**src/rtl/mem_arbiter.sv**
```systemverilog
// Two-port arbiter in front of a single-port data RAM: round-robin or fixed priority,
// plus a port-1 lock for atomic read-modify-write sequences.

module mem_arbiter_rdport #(
    parameter int DATA_W = 32
) (
    input  logic              clk_i,
    input  logic              rst_i,
    input  logic              rd_fire,
    input  logic [DATA_W-1:0] rd_data,
    output logic              rvalid,
    output logic [DATA_W-1:0] rdata
);
    logic vld_pipe;

    // rdata keeps the last returned word until the next read on this port
    always_ff @(posedge clk_i or posedge rst_i) begin
        if (rst_i) begin
            vld_pipe <= 1'b0;
            rdata    <= '0;
        end else begin
            vld_pipe <= rd_fire;
            if (rd_fire) rdata <= rd_data;
        end
    end

    assign rvalid = vld_pipe;
endmodule

module mem_arbiter #(
    parameter int ADDR_W     = 9,
    parameter int DATA_W     = 32,
    parameter bit FIXED_PRIO = 1'b0
) (
    input  logic              clk_i,
    input  logic              rst_i,
    input  logic              req0_i,
    input  logic              we0_i,
    input  logic [ADDR_W-1:0] addr0_i,
    input  logic [DATA_W-1:0] wdata0_i,
    output logic              gnt0_o,
    output logic              rvalid0_o,
    output logic [DATA_W-1:0] rdata0_o,
    input  logic              req1_i,
    input  logic              we1_i,
    input  logic [ADDR_W-1:0] addr1_i,
    input  logic [DATA_W-1:0] wdata1_i,
    output logic              gnt1_o,
    output logic              rvalid1_o,
    output logic [DATA_W-1:0] rdata1_o,
    input  logic              lock1_i,
    output logic [ADDR_W-1:0] mem_a_o,
    output logic              mem_we_o,
    output logic [DATA_W-1:0] mem_wd_o,
    input  logic [DATA_W-1:0] mem_rd_i
);
    localparam int NUM_PORTS = 2;

    typedef struct packed {
        logic              req;
        logic              we;
        logic [ADDR_W-1:0] addr;
        logic [DATA_W-1:0] wdata;
    } port_req_t;

    typedef enum logic {
        OWN_NONE,
        OWN_LOCKED1
    } owner_t;

    port_req_t [NUM_PORTS-1:0]             preq;
    logic      [NUM_PORTS-1:0]             gnt;
    logic      [NUM_PORTS-1:0]             rd_fire;
    logic      [NUM_PORTS-1:0]             rvalid;
    logic      [NUM_PORTS-1:0][DATA_W-1:0] rdata;
    owner_t                                owner_q;
    logic                                  last_q;

    assign preq[0] = {req0_i, we0_i, addr0_i, wdata0_i};
    assign preq[1] = {req1_i, we1_i, addr1_i, wdata1_i};

    // While port 1 holds the lock, port 0 stalls even if port 1 is idle
    always_comb begin
        gnt = '0;
        if (owner_q == OWN_LOCKED1) begin
            gnt[1] = preq[1].req;
        end else if (preq[0].req && preq[1].req) begin
            if (FIXED_PRIO || !last_q) gnt[1] = 1'b1;
            else                       gnt[0] = 1'b1;
        end else begin
            gnt[0] = preq[0].req;
            gnt[1] = preq[1].req;
        end
    end

    always_comb begin
        mem_a_o  = '0;
        mem_wd_o = '0;
        mem_we_o = 1'b0;
        for (int p = 0; p < NUM_PORTS; p++) begin
            if (gnt[p]) begin
                mem_a_o  = preq[p].addr;
                mem_wd_o = preq[p].wdata;
                mem_we_o = preq[p].we & ~rst_i;
            end
        end
    end

    always_ff @(posedge clk_i or posedge rst_i) begin
        if (rst_i) begin
            owner_q <= OWN_NONE;
            last_q  <= 1'b1;
        end else begin
            if (|gnt) last_q <= gnt[1];
            case (owner_q)
                OWN_NONE:    if (gnt[1] && lock1_i) owner_q <= OWN_LOCKED1;
                OWN_LOCKED1: if (!lock1_i)          owner_q <= OWN_NONE;
                default:                            owner_q <= OWN_NONE;
            endcase
        end
    end

    for (genvar p = 0; p < NUM_PORTS; p++) begin : g_rd
        assign rd_fire[p] = gnt[p] & ~preq[p].we;
        mem_arbiter_rdport #(.DATA_W(DATA_W)) u_rd (
            .clk_i   (clk_i),
            .rst_i   (rst_i),
            .rd_fire (rd_fire[p]),
            .rd_data (mem_rd_i),
            .rvalid  (rvalid[p]),
            .rdata   (rdata[p])
        );
    end

    assign gnt0_o    = gnt[0];
    assign gnt1_o    = gnt[1];
    assign rvalid0_o = rvalid[0];
    assign rvalid1_o = rvalid[1];
    assign rdata0_o  = rdata[0];
    assign rdata1_o  = rdata[1];
endmodule
```
**config.mk**
```make
export PLATFORM = sky130hd
export DESIGN_NAME = mem_arbiter
export DESIGN_NICKNAME = d
export VERILOG_FILES = /design/src/rtl/mem_arbiter.sv
export SDC_FILE = /design/constraint.sdc
export NUM_CORES = 1
export LEC_CHECK = 0
export BUFFER_PORTS_ARGS = -buffer_cell sky130_fd_sc_hd__buf_2
export CAP_MARGIN = 10
export CORE_AREA = 2 2 92 94
export CTS_CLUSTER_DIAMETER = 50
export DETAILED_ROUTE_END_ITERATION = 8
export DIE_AREA = 0 0 94 96
export GPL_ROUTABILITY_DRIVEN = 0
export MAX_ROUTING_LAYER = met4
export PLACE_DENSITY_LB_ADDON = 0.25
export SLEW_MARGIN = 20
export SYNTH_ARGS = -nofsm -noshare
export SYNTH_HDL_FRONTEND = slang
export SYNTH_SLANG_ARGS = --single-unit
```
**constraint.sdc**
```tcl
create_clock -name clk_i -period 2.3 [get_ports clk_i]
set_clock_uncertainty 0.2 [all_clocks]
set_input_delay 0.23 -clock clk_i [delete_from_list [all_inputs] [get_ports clk_i]]
set_output_delay 0.23 -clock clk_i [all_outputs]
set_load 0.02 [all_outputs]
```
==> results.cfg <==
[outcome]
outcome = finished clean

[place]
placed_cell_area_sq_um = 4390
dp_hpwl_microns = 7450
io_buffer_count = 230

[final_layout]
nNetsFinal = 593
area_delta_synth_final_pct = 59.2
drive_gt1_share_pct = 68.6
num-fill-cells = 678
finalInstanceArea_sq_um = 4940
antenna_cells = 0

[global_routing]
grt_pass1_vias = 2649
gr-usage-all-layers_pct = 21.3
antenna_found_initial = 0
grt_max_degree = 43
overflow = 0
grt_pass1_wl_microns = 13900

[routing]
postRouteAntennaNets = 0
via_per_inst = 4.75
wire_per_inst_microns = 16.9
dr.pass1.iters = 6
wl_microns = 9810
drtIter0Drc = 94
drc_errors = 0
vias = 2767

[critical_path]
required_ns = 1.87
end_kind = output pin
crit_type = reg2out
rr_worst_depth = 4
arrival_ns = 1.77
critPathLaunchType = flip-flop
crit_fanout = 15

[power_and_ir_drop]
p_per_area_nw_per_um2 = 839
vdd_drop_max_mv = 0.455
p_leak_nw = 2.61

[floorplanning]
die_y_microns = 96
start_util_pct = 38.5
ioPinCount = 231
coreArea_sq_um = 8050
die_x_microns = 94
row_count = 33
die_area_sq_um = 9020

[cts]
cts.sinks = 68
cts_setup_buffers = 0
clkTransAtPathRegs_ns = 0.07
clock_latency_ns = 0.33
tritoncts = built
cts_buffers = 9
cts_root_buffer = clkbuf_8
htree_num_levels = 3
ctsLongestPathBuffers = 2

[hold_path]
holdPathStages = 3
hold_path.class = in2reg

[timing]
tightestPinTransition_ns = 0.376
rsz0062_at_grt = false
fin_crit_ns = 2.20
fin_setup_tns_ns = 0
min_period_over_period_pct = 95.5
hold_viol_final = 0
final-setup-viol-count = 0
slew_violations = 0
slew_headroom_pct = 74.9
max_freq_mhz = 455
hold_slack_ns = 0.0241

[synthesis]
synthTopCellsByArea = dfrtp_1 (54%), mux2_4 (14%), mux2_2 (13%)
syn_avg_cell_area_sq_um = 15.3
syn-num-nets = 324
yosysWarningCount = 0
ys_types = 20
ys_seq_area_share_pct = 54.9
synth_cells = 203
synth_top_cell_area_share_pct = 54.1
synth_top_area_cell = dfrtp_1
synth_seq_cells = 68
synth_area_sq_um = 3100

[run]
drv_cap = 0
==> cell families (layout without fill, tap and decap cells) <==
| logic type | Yosys count | count (layout) | share of synthesized area [%] |
|---|---|---|---|
| buffers and inverters | 19 | 293 | 3.67 |
| AOI/OAI and AO/OA | 45 | 45 | 13.0 |
| muxes | 64 | 64 | 26.7 |
| and+or+nand+nor | 7 | 7 | 1.65 |
| DFF | 68 | 68 | 54.9 |
==> cells in the mapped netlist, drive strengths merged <==
master	instances
mux2	64
nor2	2
nand2b	1
a2bb2oi	1
a22o	41
o21a	1
inv	4
nand3b	2
nor3	1
a211oi	1
and2	1
a21oi	1
buf	15
dfrtp	67
dfstp	1
==> area by class of cell <==
type / instances / area (sq um) / share of cell area [%]
clock inverter: 7 / 82.6 / 1.67
clock buffer: 9 / 124 / 2.51
timing repair buffer: 273 / 1590 / 32.2
tap: 105 / 131 / 2.66
sequential: 68 / 1700 / 34.5
multi-input combinational: 116 / 1290 / 26.2
inverter: 4 / 15.0 / 0.304
==> worst paths after layout <==
check                      slack (ns)               start                            endpoint
hold reg to reg                  0.30  last_q$_DFFE_PP1P_                  last_q$_DFFE_PP1P_
setup / recovery                 0.10  last_q$_DFFE_PP1P_                          mem_a_o[0]
hold / removal                   0.02              req1_i                  last_q$_DFFE_PP1P_
setup reg to reg                 0.37  last_q$_DFFE_PP1P_  g_rd[0].u_rd.rdata[15]$_DFFE_PP0P_
max in group asynchronous        1.18               rst_i  g_rd[0].u_rd.rdata[13]$_DFFE_PP0P_
min in group asynchronous        0.14               rst_i   g_rd[0].u_rd.rdata[5]$_DFFE_PP0P_
==> metrics by stage <==
step | utilization (%) | total power, W | cells | setup slack [ns]
6_report | 61.3 | 0.00414 | 582 | 0.103
2_1_floorplan | - | 0.00254 | 203 | 0.160
3_3_place_gp | 54.5 | 0.00307 | 532 | 0.404
4_1_cts | 61.3 | 0.00419 | 582 | 0.0312
5_1_grt | 61.3 | 0.00437 | 582 | 0.00723
3_5_place_dp | 54.5 | 0.00310 | 532 | 0.374
==> what timing repair did <==
item	in CTS	in global routing
hold buffers	34	0
gates resized for setup	0	2
endpoints found under the hold margin	133	0
endpoints found under the setup margin	0	29
==> state kept, by name, summed over array words and instances (netlist names) <==
name              flops
owner_q               1
last_q                1
g_rd.u_rd.rdata      64
g_rd.u_rd.rvalid      2
==> power breakdown <==
group	switching, W	internal [W]	leakage [nW]
logic	0.000820	0.000702	1.71
registers	0.000138	0.00146	0.802
clock network	0.000506	0.000520	0.0988
total	0.00146	0.00268	2.61
==> routing by layer <==
layer / vias up / track usage [%] / part of all wire (%)
met2: 128 / 33.9 / 51
met5: - / - / 0
met1: 1327 / 27.4 / 42
li1: 1298 / - / -
met3: 14 / 3.68 / 5.3
met4: 0 / 8.21 / 1.8
==> cell usage in the layout (no fill, tap or decap), types with 2 or more instances in the layout <==
cell type,synthesis,layout
mux2_4,29,29
clkinvlp_4,0,2
mux2_2,35,35
buf_12,0,2
buf_4,2,6
clkbuf_8,0,9
nor2_1,2,2
a22o_1,41,41
dfrtp_1,67,67
buf_2,10,230
dlygate4sd3_1,0,34
inv_6,0,3
inv_1,3,2
inv_2,1,2
==> critical path, cell delays in order (launching register included) <==
cell	delay (ns)
dfstp_2	0.54
nand3b_1	0.14
and2_4	0.20
buf_4	0.18
a22o_1	0.21
buf_2	0.16
Power figures use the tool's default switching activity.
